[src/rtl/stage_sequencer.sv]
// stage_sequencer: sweeps one frame from the input ping-pong buffer through a
// processing core into the output ping-pong buffer. It tracks both bank
// selects, generates the read and write strobes and addresses, and pulses
// stage_done for one cycle after the last result word has been written.
module stage_sequencer #(
  parameter int ADDR_WIDTH = 10,
  parameter int FRAME_LEN  = 1024,
  parameter bit INIT_BANK  = 1'b0
) (
  input  logic                  clk,
  input  logic                  rst_n,
  input  logic                  stage_ready,
  input  logic                  buf_switch_in,
  input  logic                  buf_switch_out,
  input  logic                  core_ready,
  input  logic                  core_valid,
  output logic                  rd_bank,
  output logic                  wr_bank,
  output logic                  rd_en,
  output logic [ADDR_WIDTH-1:0] rd_addr,
  output logic                  wr_en,
  output logic [ADDR_WIDTH-1:0] wr_addr,
  output logic                  busy,
  output logic                  stage_done,
  output logic                  protocol_err
);

  // One extra bit lets a full 2^ADDR_WIDTH frame finish while the address wraps.
  localparam int CW = ADDR_WIDTH + 1;
  localparam logic [CW-1:0] LAST = CW'(FRAME_LEN - 1);

  typedef enum logic [1:0] {IDLE, READ, DRAIN, DONE} state_e;

  state_e          state_q, state_d;
  logic [CW-1:0]   rd_cnt_q, rd_cnt_d;
  logic [CW-1:0]   wr_cnt_q, wr_cnt_d;
  logic            rd_bank_q, rd_bank_d;
  logic            wr_bank_q, wr_bank_d;
  logic            err_q, err_d;
  logic            active;
  logic            pending;

  // Next-state, counter, bank and error logic plus the combinational strobes.
  always_comb begin
    state_d    = state_q;
    rd_cnt_d   = rd_cnt_q;
    wr_cnt_d   = wr_cnt_q;
    rd_bank_d  = rd_bank_q ^ buf_switch_in;
    wr_bank_d  = wr_bank_q ^ buf_switch_out;
    active     = (state_q == READ) || (state_q == DRAIN);
    busy       = (state_q != IDLE);
    stage_done = (state_q == DONE);
    // A result word is only legal once its read has been issued.
    pending    = (wr_cnt_q < rd_cnt_q);
    rd_en      = 1'b0;
    wr_en      = active && core_valid && pending;
    err_d      = err_q
               | (busy && (stage_ready || buf_switch_in || buf_switch_out))
               | (core_valid && !(active && pending));

    if (wr_en) wr_cnt_d = wr_cnt_q + CW'(1);

    case (state_q)
      IDLE: begin
        if (stage_ready) begin
          state_d  = READ;
          rd_cnt_d = '0;
          wr_cnt_d = '0;
        end
      end
      READ: begin
        rd_en = core_ready;
        if (rd_en) rd_cnt_d = rd_cnt_q + CW'(1);
        if (wr_en && (wr_cnt_q == LAST))      state_d = DONE;
        else if (rd_en && (rd_cnt_q == LAST)) state_d = DRAIN;
      end
      DRAIN: begin
        if (wr_en && (wr_cnt_q == LAST)) state_d = DONE;
      end
      DONE: begin
        state_d = IDLE;
      end
      default: begin
        state_d = IDLE;
      end
    endcase
  end

  // State, counters, banks and sticky error flag; async active-low reset.
  always_ff @(posedge clk or negedge rst_n) begin
    if (!rst_n) begin
      state_q   <= IDLE;
      rd_cnt_q  <= '0;
      wr_cnt_q  <= '0;
      rd_bank_q <= INIT_BANK;
      wr_bank_q <= INIT_BANK;
      err_q     <= 1'b0;
    end else begin
      state_q   <= state_d;
      rd_cnt_q  <= rd_cnt_d;
      wr_cnt_q  <= wr_cnt_d;
      rd_bank_q <= rd_bank_d;
      wr_bank_q <= wr_bank_d;
      err_q     <= err_d;
    end
  end

  assign rd_addr      = rd_cnt_q[ADDR_WIDTH-1:0];
  assign wr_addr      = wr_cnt_q[ADDR_WIDTH-1:0];
  assign rd_bank      = rd_bank_q;
  assign wr_bank      = wr_bank_q;
  assign protocol_err = err_q;

endmodule

[config.mk]
export PLATFORM = sky130hd
export DESIGN_NAME = stage_sequencer
export DESIGN_NICKNAME = d
export VERILOG_FILES = /design/src/rtl/stage_sequencer.sv
export SDC_FILE = /design/constraint.sdc
export NUM_CORES = 1
export LEC_CHECK = 0
export CAP_MARGIN = 40
export CORE_MARGIN = 2
export CORE_UTILIZATION = 40
export DETAILED_ROUTE_END_ITERATION = 10
export GPL_TIMING_DRIVEN = 0
export PLACE_DENSITY = 0.73
export SLEW_MARGIN = 20
export SYNTH_ARGS = -nofsm -noshare
export SYNTH_HDL_FRONTEND = slang
export SYNTH_SLANG_ARGS = --single-unit
export TNS_END_PERCENT = 30
[constraint.sdc]
create_clock -name clk -period 2.76 [get_ports clk]
set_input_delay 0.276 -clock clk [delete_from_list [all_inputs] [get_ports clk]]
set_output_delay 0.276 -clock clk [all_outputs]
set_load 0.1 [all_outputs]
# ---- Word-level counts from Yosys, hierarchy flattened
# Index checks and enable logic that the tools add are counted.
# Widths: inputs -> output; s select.
dict set report totals {
  reg_bits 27
  input_bits 7
  elab_cells 50
}
dict set report classes {
  add_sub_neg 2
  magnitude_cmp 1
  eq_ne 9
  n_mux 12
  bitwise_logic 4
  reduce_logical 16
}
# cell count
set op_table {}
lappend op_table {{$mux 11} 5}
lappend op_table {{$add 11x1->11 const B} 2}
lappend op_table {{$eq 11x10->1 const B} 2}
lappend op_table {{$pmux 11 s2} 1}
lappend op_table {{$lt 11x11->1} 1}
lappend op_table {{$mux 2} 4}
lappend op_table {{$pmux 2 s4} 1}
lappend op_table {{$logic_and 1x1->1} 7}
lappend op_table {{$reduce_and 3->1} 2}
lappend op_table {{$eq 2x2->1 const B} 2}
lappend op_table {{$ne 2x2->1 const B} 2}
lappend op_table {{$reduce_bool 2->1} 2}
lappend op_table {{$logic_or 1x1->1} 3}
lappend op_table {{$ne 3x1->1 const B} 1}
lappend op_table {{$eq 2x1->1 const B} 1}
lappend op_table {{$logic_not 2->1} 1}
lappend op_table {{$ne 2x1->1 const B} 1}
lappend op_table {{$or 1x1->1} 2}
lappend op_table {{$xor 1x1->1} 2}
lappend op_table {{$logic_not 1->1} 1}
lappend op_table {{$mux 1} 1}

# ---- Depth between registers and ports, before layout
dict set report depth {
  depth_word 7
  ltp_mapped 9
  depth_no_buf 8
}

# ---- Worst setup path after synthesis
# No wires, ideal clock.
dict set report synth_path {
  kind {register to register}
  startpoint {register state_q[1]}
  endpoint {register rd_cnt_q[9]}
  arrival_time_ns 2.291
  required_ns 2.640
  setup_slack_ns 0.349
  path_stages_with_launch 9
  synth_period_minus_slack_ns 2.411
  cell_sequence {dfrtp_1 -> inv_1 -> ha_1 -> and2_1 -> a21oi_1 -> nor3b_1 -> nand4_1 -> xnor2_1 -> nor2_1}
}
dict set report synth_via {
  elab_chain_len 3
  word_cells_on_any_way 7
  classes_between {eq/ne: 3; mux: 1; reduce/logical: 3}
}
# element line_no
set synth_lines {}
lappend synth_lines {{start: declaration} 34} ;# state_e state_q, state_d;
lappend synth_lines {{start signal: assignment} 99} ;# state_q <= state_d;
lappend synth_lines {{$eq 2x1->1 or $logic_not 2->1 (tied branches)} 63} ;# case (state_q)
lappend synth_lines {{$ne 2x2->1 (no line) or $reduce_bool 2->1 (tied branches)} -}
lappend synth_lines {{$reduce_and 3->1 (no line)} -}
lappend synth_lines {{end signal: assignment} 100} ;# rd_cnt_q <= rd_cnt_d;
lappend synth_lines {{end: declaration} 35} ;# logic [CW-1:0] rd_cnt_q, rd_cnt_d;
# Several ways; a longest one is shown, not always the timed one.
# A chain may end at the register's enable or synchronous reset.

# ---- Worst setup path in the final report
dict set report layout_path {
  startpoint {register rd_cnt_q[2]}
  endpoint {output wr_en}
}
dict set report layout_via {
  elab_chain_len 2
}
# element line_no
set layout_lines {}
lappend layout_lines {{$lt 11x11->1} 54} ;# pending = (wr_cnt_q < rd_cnt_q);
lappend layout_lines {{$logic_and 1x1->1} 56} ;# wr_en = active && core_valid && pending;
lappend layout_lines {{end: declaration} 21} ;# output logic wr_en,
# No other way between the ends.

==> results.yml <==
status:
  run_status: "complete, no violations"
run:
  drv_cap: 0
pwr:
  total_power_uw: 2739
  peakVddDrop_uv: 796.0
  p_leak_uw: 0.001326
  power_density_nw_per_um2: 995.5
die:
  dieArea_um2: 5259
  die_y_um: 72.52
  initial_core_util: 0.4226
  placementRows: 24
  coreArea_um2: 4444
  fp.dieW_um: 72.52
  floorplan.io_pins: 34
finish:
  inserted_diodes: 0
  syn2layout_area_growth_pct: 46.50
  layoutNonFillerInstCount: 321
  share_of_post_route_cells_with_drive_strength_above_1: 0.2528
  n_fill_cell: 373
  final_common_cell: "sky130_fd_sc_hd__clkdlybuf4s50_1"
  layout.nets: 294
  finalInstanceArea_um2: 2751
  mostFrequentLayoutCells: "sky130_fd_sc_hd__clkdlybuf4s50_1, sky130_fd_sc_hd__nor2_1, sky130_fd_sc_hd__dfrtp_1, sky130_fd_sc_hd__buf_8, sky130_fd_sc_hd__buf_4"
detailed_routing:
  wirelength_um: 4066
  routed_via_density: 4.972
  average_detailed_routed_wire_length_per_instance_um: 12.67
  detailedRoute.firstIterationViolations: 62
  drt-pass1-iter-count: 4
  vias: 1596
  detail_route.drc_violations: 0
  antenna_violating_nets_post_route: 0
grt:
  initial_antenna_violation_count: 0
  top_usage_layer: "met2"
  grt_max_degree: 28
  vias_in_the_first_global_route: 1540
  grt_use_met2: 0.2859
  groute.layer.met1.usage: 0.2220
  globalRouteTotalUtil: 0.1655
  grt_first_pass_wirelength_um: 6955
  gr-total-overflow: 0
  groute.layer.met3.usage: 0.01944
timing:
  period_needed_ns: 2.379
  final_worst_path_cycle_share: 0.8618
  setup_violations: 0
  skew_ns: 0.008610
  final_worst_path_setup_slack_ns: 0.3813
  report.final.slew_viol_count: 0
  final-hold-violation-count: 0
  max_slew.worst_pin.slew_ns: 0.6258
  max_freq_mhz: 420.4
  grt_setup_unrepaired: "false"
  maxSlewHeadroom: 0.5828
critical_path:
  worst-setup-path-type: "reg2out"
  crit_end_element: "output pin"
  crit_chain: "inv_1 -> ha_1 -> a21oi_2 -> o21ai_2 -> a221oi_4 -> nand3_2 -> inv_1 -> buf_12"
  cp_common_cell: "sky130_fd_sc_hd__inv_1"
  timing.critical_path.fanout_max: 3
  setup.worst_path.start_class: "flop"
  cp_data_arrival_time_ns: 2.10
  worst_path_max_delay_cell: "sky130_fd_sc_hd__dfrtp_1"
  timing.critical_path.required_ns: 2.48
  crit_path_max_incr_delay_ns: 0.37
synthesis:
  synth_cell_types: 38
  asr_flop_ratio_synth: 1.000
  complex_gate_fraction_of_the_synthesized_area: 0.07728
  yosys.area_share.adder: 0.1133
  seq_area_frac_synth: 0.3598
  syn_nets: 226
  synthesis.instances: 202
  main_combinational_cell_family_by_area_after_synthesis: "simple AND/OR/NAND/NOR gates"
  simple_gate_portion_of_the_synthesized_area: 0.2165
  ys_dominant_reg_cell: "sky130_fd_sc_hd__dfrtp_1"
  post_synth_xor_area_fraction: 0.09327
  syn_avg_cell_area_um2: 9.297
  synth_enable_flop_cells: 0
  synth_cell_area_um2: 1878
  yosys_warnings: 0
  ys_ff_latch: 27
  yosys-mux-area-fraction: 0.01666
clock_network:
  ctsLongestPathBuffers: 2
  tritoncts.num_buffers: 3
  clockRootBuffer: "sky130_fd_sc_hd__clkbuf_8"
  clock_tree_from_tritoncts: "built"
  worst_setup_hold_path_clk_slew_ns: 0.10
  htree_num_levels: 1
  clkLatencyLatePin_ns: 0.27
  cts.sink_count: 27
min_path:
  hp-class: "in2async"
placement:
  place_inst: 313
  place_congestion: 0.8763
  numPortBuffers: 32
  detailedPlacementHpwl_um: 3131
  place_area_um2: 2664
  pre_cts_slack_ns: 0.04237
-- kinds of logic (layout without fill, tap and decap cells) --
family | Yosys count | in the layout
buf+inv | 39 | 106
fa+ha+maj | 17 | 17
flops | 27 | 27
mux | 3 | 3
simple gates | 78 | 78
xor+xnor | 20 | 20
compound gates | 18 | 18
-- state kept, by name, summed over array words and instances (netlist names) --
register	count
rd_cnt_q	11
wr_cnt_q	11
state_q	2
protocol_err	1
rd_bank	1
wr_bank	1
-- per-stage QoR --
stage / hold slack (ns) / setup TNS (ns) / util
after floorplan: -0.01959 / 0 / -
after global placement: 0.4587 / -0.3526 / 0.5093
after detailed placement: 0.3315 / 0 / 0.5994
after CTS: 0.02619 / 0 / 0.6191
after global routing: 0.05754 / 0 / 0.6191
final: 0.009741 / 0 / 0.6191
-- cell type report --
cell class | count | area (µm²) | area share
sequential | 27 | 676.9 | 0.2460
multi-input combinational | 136 | 979.7 | 0.3561
tap | 52 | 65.06 | 0.02365
inverter | 14 | 52.55 | 0.01910
buffer | 25 | 178.9 | 0.06503
clock buffer | 4 | 45.04 | 0.01637
timing repair buffer | 63 | 753.2 | 0.2738
-- final timing paths --
path,from,to,slack (ns),cells past startpoint
worst max-delay path,rd_cnt_q[2]$_DFFE_PN0P_,wr_en,0.38,8
worst min-delay path,rst_n,protocol_err$_DFF_PN0_,0.01,1
worst max register to register,rd_cnt_q[2]$_DFFE_PN0P_,state_q[1]$_DFFE_PN0P_,0.50,8
worst min register to register,rd_bank$_DFF_PN0_,rd_bank$_DFF_PN0_,0.48,1
max in group asynchronous,rst_n,rd_cnt_q[6]$_DFFE_PN0P_,2.31,1
min in group clk,rd_bank$_DFF_PN0_,rd_bank$_DFF_PN0_,0.48,1
-- what timing repair did --
action                     CTS  global route
buffers inserted             5             0
setup endpoints to repair    1             0
hold buffers                 0             0
hold endpoints to repair     0             0
resized for setup            4             0
-- layer usage --
layer	wire, µm	up-vias
met5	0	-
met2	2039	34
met4	29	0
met1	1841	760
met3	156	4
li1	-	798
-- power by group --
| group | switching [µW] | total [µW] | internal, µW |
|---|---|---|---|
| sequential | 94.8 | 569 | 474 |
| clock | 125 | 228 | 103 |
| combinational | 1180 | 1940 | 762 |
-- cell usage after synthesis (all sizes together) (4+ instances only) --
library cell | instances | area, µm²
o21ai | 5 | 28.78
xnor2 | 8 | 70.07
xor2 | 12 | 105.1
nand3 | 8 | 40.04
dfrtp | 27 | 675.7
a21oi | 5 | 25.02
and2 | 4 | 25.02
buf | 23 | 171.4
nand2 | 11 | 41.29
nor2 | 26 | 97.59
and3 | 5 | 31.28
ha | 17 | 212.7
inv | 14 | 52.55
nand4 | 13 | 87.58
-- worst max-delay path, delay by kind of cell (launching register included) --
kind	cells	cell delay, ns
compound gates	3	0.62
simple gates	1	0.14
flops	1	0.37
buf+inv	3	0.37
fa+ha+maj	1	0.33
Power figures use the tool's default switching activity.
